### config.mk
export PLATFORM = sky130hd
export DESIGN_NAME = div_clkgate_bank
export DESIGN_NICKNAME = d
export VERILOG_FILES = /design/src/rtl/div_clkgate_bank.sv
export SDC_FILE = /design/constraint.sdc
export NUM_CORES = 1
export LEC_CHECK = 0
export BUFFER_PORTS_ARGS = -buffer_cell sky130_fd_sc_hd__buf_4
export CAP_MARGIN = 20
export CORE_ASPECT_RATIO = 1.5
export CORE_MARGIN = 5
export CORE_UTILIZATION = 55
export CTS_CLUSTER_DIAMETER = 50
export CTS_CLUSTER_SIZE = 25
export DETAILED_ROUTE_END_ITERATION = 8
export GPL_TIMING_DRIVEN = 0
export PLACE_DENSITY_LB_ADDON = 0.12
export SLEW_MARGIN = 30
export SYNTH_ARGS = -nofsm -noshare
export SYNTH_HDL_FRONTEND = slang
export SYNTH_SLANG_ARGS = --single-unit
### constraint.sdc
create_clock -name CLK -period 2.4 [get_ports CLK]
set_clock_uncertainty 0.1 [all_clocks]
set_input_delay 0 -clock CLK [delete_from_list [all_inputs] [get_ports CLK]]
set_output_delay 0 -clock CLK [all_outputs]
set_load 0.02 [all_outputs]
### src/rtl/div_clkgate_bank.sv
// div_clkgate_bank: per-channel mode-controlled enables driving glitch-free latch-and-AND clock gates
module div_clkgate_bank #(
  parameter int NCH = 4,
  parameter int CNTW = 8,
  parameter int SELW = 2
) (
  input  logic            CLK,
  input  logic            Reset,
  input  logic [NCH-1:0]  RunClk,
  input  logic [NCH-1:0]  Go,
  input  logic            CfgWe,
  input  logic [SELW-1:0] CfgSel,
  input  logic [1:0]      CfgMode,
  input  logic [CNTW-1:0] CfgCount,
  output logic [NCH-1:0]  GCLK,
  output logic [NCH-1:0]  ClkEn,
  output logic [NCH-1:0]  Busy,
  output logic [NCH-1:0]  Done
);
  localparam logic [1:0] FOLLOW = 2'b00, DIV = 2'b01, BURST = 2'b10;
  typedef enum logic {IDLE, RUN} state_t;
  for (genvar i = 0; i < NCH; i++) begin : g_ch
    state_t state_q, state_d;
    logic [1:0] mode_q, mode_d;
    logic [CNTW-1:0] count_q, count_d, ctr_q, ctr_d;
    logic en_q, en_d, busy_q, busy_d, done_q, done_d, en_lat, wr;
    always_comb begin
      wr = CfgWe && CfgSel == SELW'(i);
      mode_d = wr ? CfgMode : mode_q;
      count_d = wr ? CfgCount : count_q;
      state_d = IDLE;
      ctr_d = '0;
      en_d = 1'b0;
      busy_d = 1'b0;
      done_d = 1'b0;
      if (!wr && mode_q == FOLLOW) en_d = RunClk[i];
      else if (!wr && mode_q == DIV) begin
        en_d = RunClk[i] && ctr_q == '0;
        ctr_d = RunClk[i] && ctr_q != count_q ? ctr_q + CNTW'(1) : '0;
      end else if (!wr && mode_q == BURST && state_q == RUN) begin
        state_d = ctr_q == CNTW'(1) ? IDLE : RUN;
        ctr_d = ctr_q - CNTW'(1);
        en_d = ctr_q != CNTW'(1);
        busy_d = en_d;
        done_d = !en_d;
      end else if (!wr && mode_q == BURST && Go[i]) begin
        state_d = count_q != '0 ? RUN : IDLE;
        ctr_d = count_q;
        en_d = count_q != '0;
        busy_d = en_d;
        done_d = !en_d;
      end
    end
    always_ff @(posedge CLK) begin
      if (Reset) begin
        state_q <= IDLE;
        mode_q <= FOLLOW;
        count_q <= '0;
        ctr_q <= '0;
        en_q <= 1'b0;
        busy_q <= 1'b0;
        done_q <= 1'b0;
      end else begin
        state_q <= state_d;
        mode_q <= mode_d;
        count_q <= count_d;
        ctr_q <= ctr_d;
        en_q <= en_d;
        busy_q <= busy_d;
        done_q <= done_d;
      end
    end
    always_latch begin
      if (!CLK) en_lat <= en_q;
    end
    assign GCLK[i] = CLK & en_lat;
    assign ClkEn[i] = en_q;
    assign Busy[i] = busy_q;
    assign Done[i] = done_q;
  end
endmodule
# --- Word-level counts from Yosys, hierarchy flattened ---
# Cells that the tools add are included.
word_totals:
  latchBits: 4
  output_inout_bits: 16
  elab_cells: 192
  register_bits: 88
op_classes:
  n_eq_ne: 23
  muxes: 60
  reduce_logical: 65
  bitwise: 4
  n_addsub: 8
ops:
  columns: ["operator", "count"]
  rows:
  - ["8-bit two-way mux", 16]
  - ["1-bit two-way mux", 44]
  - ["8-bit by 1-bit adder with 8-bit output, second input constant", 4]
  - ["8-bit by 1-bit == test with 1-bit output, second input constant", 4]
  - ["1-bit logical AND", 32]
  - ["8-bit zero test", 4]
  - ["8-bit by 1-bit != test with 1-bit output, second input constant", 4]
  - ["8-bit != test", 4]
  - ["8-bit nonzero test", 4]
  - ["8-bit by 1-bit subtractor with 8-bit output, second input constant", 4]
  - ["2-bit == test, second input constant", 6]
  - ["1-bit zero test", 12]
  - ["3-bit OR reduction", 4]
  - ["2-bit by 1-bit == test with 1-bit output, second input constant", 5]
  - ["2-bit zero test", 5]
  - ["2-bit OR reduction", 4]
  - ["1-bit AND", 4]

# --- Depth between registers and ports, before layout ---
depth:
  word_depth: 9
  ltp_mapped: 7

==> impl_metrics.ini <==
[timing]
final-setup-viol-count = 8
worst_slew_margin_rel_pct = 49.0
setup_tns_ns = -0.0384
hold_viol = 0
fin_ws_ns = -0.0166
tightestPinTransition_ns = 0.760
drv_slew = 0
rsz0062_at_grt = yes

[critical_path]
cp_data_required_time_ns = 2.30
crit_arrival_ns = 2.32
worstSetupPathType = latch2out
worst-path-max-fanout = 1
start_kind = latch
crit_path_end_kind = primary output

[detailed_routing]
vias = 5177
drtAntennaViolNets = 0
avgViaCountPerCell = 6.08
drt_iter0_drc = 283
drt_wl_total_um = 14600
wl_per_cell_um = 17.2
drt_drc_violations_left = 0
firstDrtPassIters = 5

[floorplanning]
core-area_um2 = 9310
start_util_pct = 56.2
core.rowCount = 43
io_pins = 39
die_w_um = 89.6
dieHeight_um = 129
die_area_um2 = 11600

[logic_synthesis]
async_reset_ff_share_pct = 0
syn-cell-area_um2 = 5230
yosysTopAreaCell = dfxtp_1
synthCells = 657
syn-num-nets = 696
ys.flop_type = dfxtp_1
synthTopCellsByArea = dfxtp_1 32%, nand2_1 7.2%, xnor2_1 7.2%, a21oi_1 5.7%, ha_1 3.8%
synth_top_cell_area_share_pct = 32.1
synth-seq-cells = 88
synth-edff-count = 0
syn_area_per_cell_um2 = 7.96
yosysUniqueCellTypes = 59
synth_common_cells = 101 x nand2_1, 84 x dfxtp_1, 60 x a21oi_1
post-synth-top-count-cell = nand2_1
yosysWarnings = 0

[global_routing]
gr-total-overflow = 0
grt_max_degree = 15
grt_pass1_wl_um = 23500
grt_use_total_pct = 26.1
antenna_found_initial = 0
grt_pass1_vias = 4963

[power]
p_clk_share_pct = 49.7
power_switching_uw = 932
p_leak_nw = 2.32
p_int_mw = 2.67
power_density_nw_per_um2 = 571
worst_ir_drop_vdd_mv = 0.506
combPwrFrac_pct = 8.4
p_sw_share_pct = 25.9
p_seq_share_pct = 41.9

[place]
finalWeightedCongestion = 0.937
dp_cells = 807
numPortBuffers = 38
dp_slack_ns = 0.415
dpl.hpwl_um = 10300
placed_cell_area_um2 = 5660

[clocking]
path_clk_slew_ns = 0.06
post_cts_buffers = 0
clk_latency_ns = 0.46
cts_tree = done

[layout]
nets = 773
syn_to_final_growth_pct = 20.8
finalInstanceArea_um2 = 6320
antenna_cells = 0
drive_above_1_share_pct = 13.2
finalNonFillerCells = 852

[outcome]
outcome = finished with violations
failed_checks = setup timing

[flow_run]
drv_cap = 0

[worst_hold_path]
min_path_type = in2reg
-- worst max-delay path, stage by stage, from the launching register on --
cell	delay [ns]
dlxtn_1	0.39
and2_4	0.13
buf_6	0.11
-- kinds of logic after synthesis --
kind of cell / Yosys count / share of synthesized area (%)
flops: 84 / 32.1
fa+ha+maj: 16 / 3.83
compound gates: 145 / 17.8
xor+xnor: 65 / 10.9
simple gates: 262 / 27.0
buf+inv: 81 / 7.27
latches: 4 / 1.15
-- power groups by stage --
stage,logic (mW),clock network (mW),registers (mW)
finish,0.304,1.79,1.51
global route,0.329,1.88,1.51
CTS,0.297,1.82,1.51
detailed placement,0.265,0.0580,1.54
global placement,0.262,0.0580,1.54
floorplan,0.164,0.0346,1.53
-- state kept, by name, indices dropped and copies added (netlist names) --
register	count
g_ch.count_q	32
g_ch.ctr_q	32
g_ch.mode_q	8
g_ch.done_q	4
g_ch.en_lat	4
g_ch.en_q	4
g_ch.state_q	4
-- metal layers --
layer,global-route usage [%],routed length [µm],vias to the layer above
met3,5.41,932,46
met5,0,0,-
li1,-,-,2491
met4,12.9,469,0
met2,44.7,7390,197
met1,30.2,5840,2443
-- final timing paths --
| kind | startpoint | to | cells past startpoint | slack [ns] |
|---|---|---|---|---|
| max | g_ch[2].en_lat$_DLATCH_N_ | GCLK[2] | 2 | -0.02 |
| min | CfgWe | g_ch[0].mode_q[0]$_SDFFE_PP0P_ | 4 | 0.04 |
| max reg2reg | g_ch[2].ctr_q[4]$_SDFF_PP0_ | g_ch[2].en_q$_SDFF_PP0_ | 7 | 0.05 |
| min reg2reg | g_ch[0].en_q$_SDFF_PP0_ | g_ch[0].en_lat$_DLATCH_N_ | 0 | 0.31 |
-- layout make-up --
cell class	instances	area [µm²]
sequential	88	1740
tap	112	140
buffer	58	294
clock buffer	19	388
fill	789	2990
timing repair buffer	58	495
clock inverter	6	35.0
multi-input combinational	488	3140
inverter	23	86.3
-- layout by cell type, fill, tap and decap left out, drive strengths merged, types with 6 or more instances in the layout --
cell	synthesis	final
nand4	19	19
xor2	22	22
o21ai	10	10
and3	15	15
nor4	13	13
buf	25	63
clkbuf	33	48
or4	7	7
o31ai	6	6
o22ai	13	13
nor3b	8	8
xnor2	43	43
inv	23	23
ha	16	16
nor2	17	17
nand2	101	101
a21oi	60	60
or3	6	6
dlygate4sd3	0	24
dfxtp	84	84
nor3	22	22
nand3	22	22
o211ai	15	15
-- timing repair --
item                                    4_1_cts  5_1_grt
hold buffers                                 24        0
pin swaps                                     3        0
resized for setup                             8        4
hold endpoints to repair                     80        0
cloned                                        0        0
endpoints found under the setup margin        8       10
-- metrics by stage --
step                      power [mW]  hold WS (ns)  util (%)
after floorplan                 1.73        0.0207         -
after global placement          1.86         0.122      60.8
after detailed placement        1.86         0.122      60.8
after CTS                       3.63        0.0294      67.7
after global routing            3.73         0.101      67.9
final                           3.61        0.0391      67.9
Note: power is estimated with default switching activity, not from simulation.
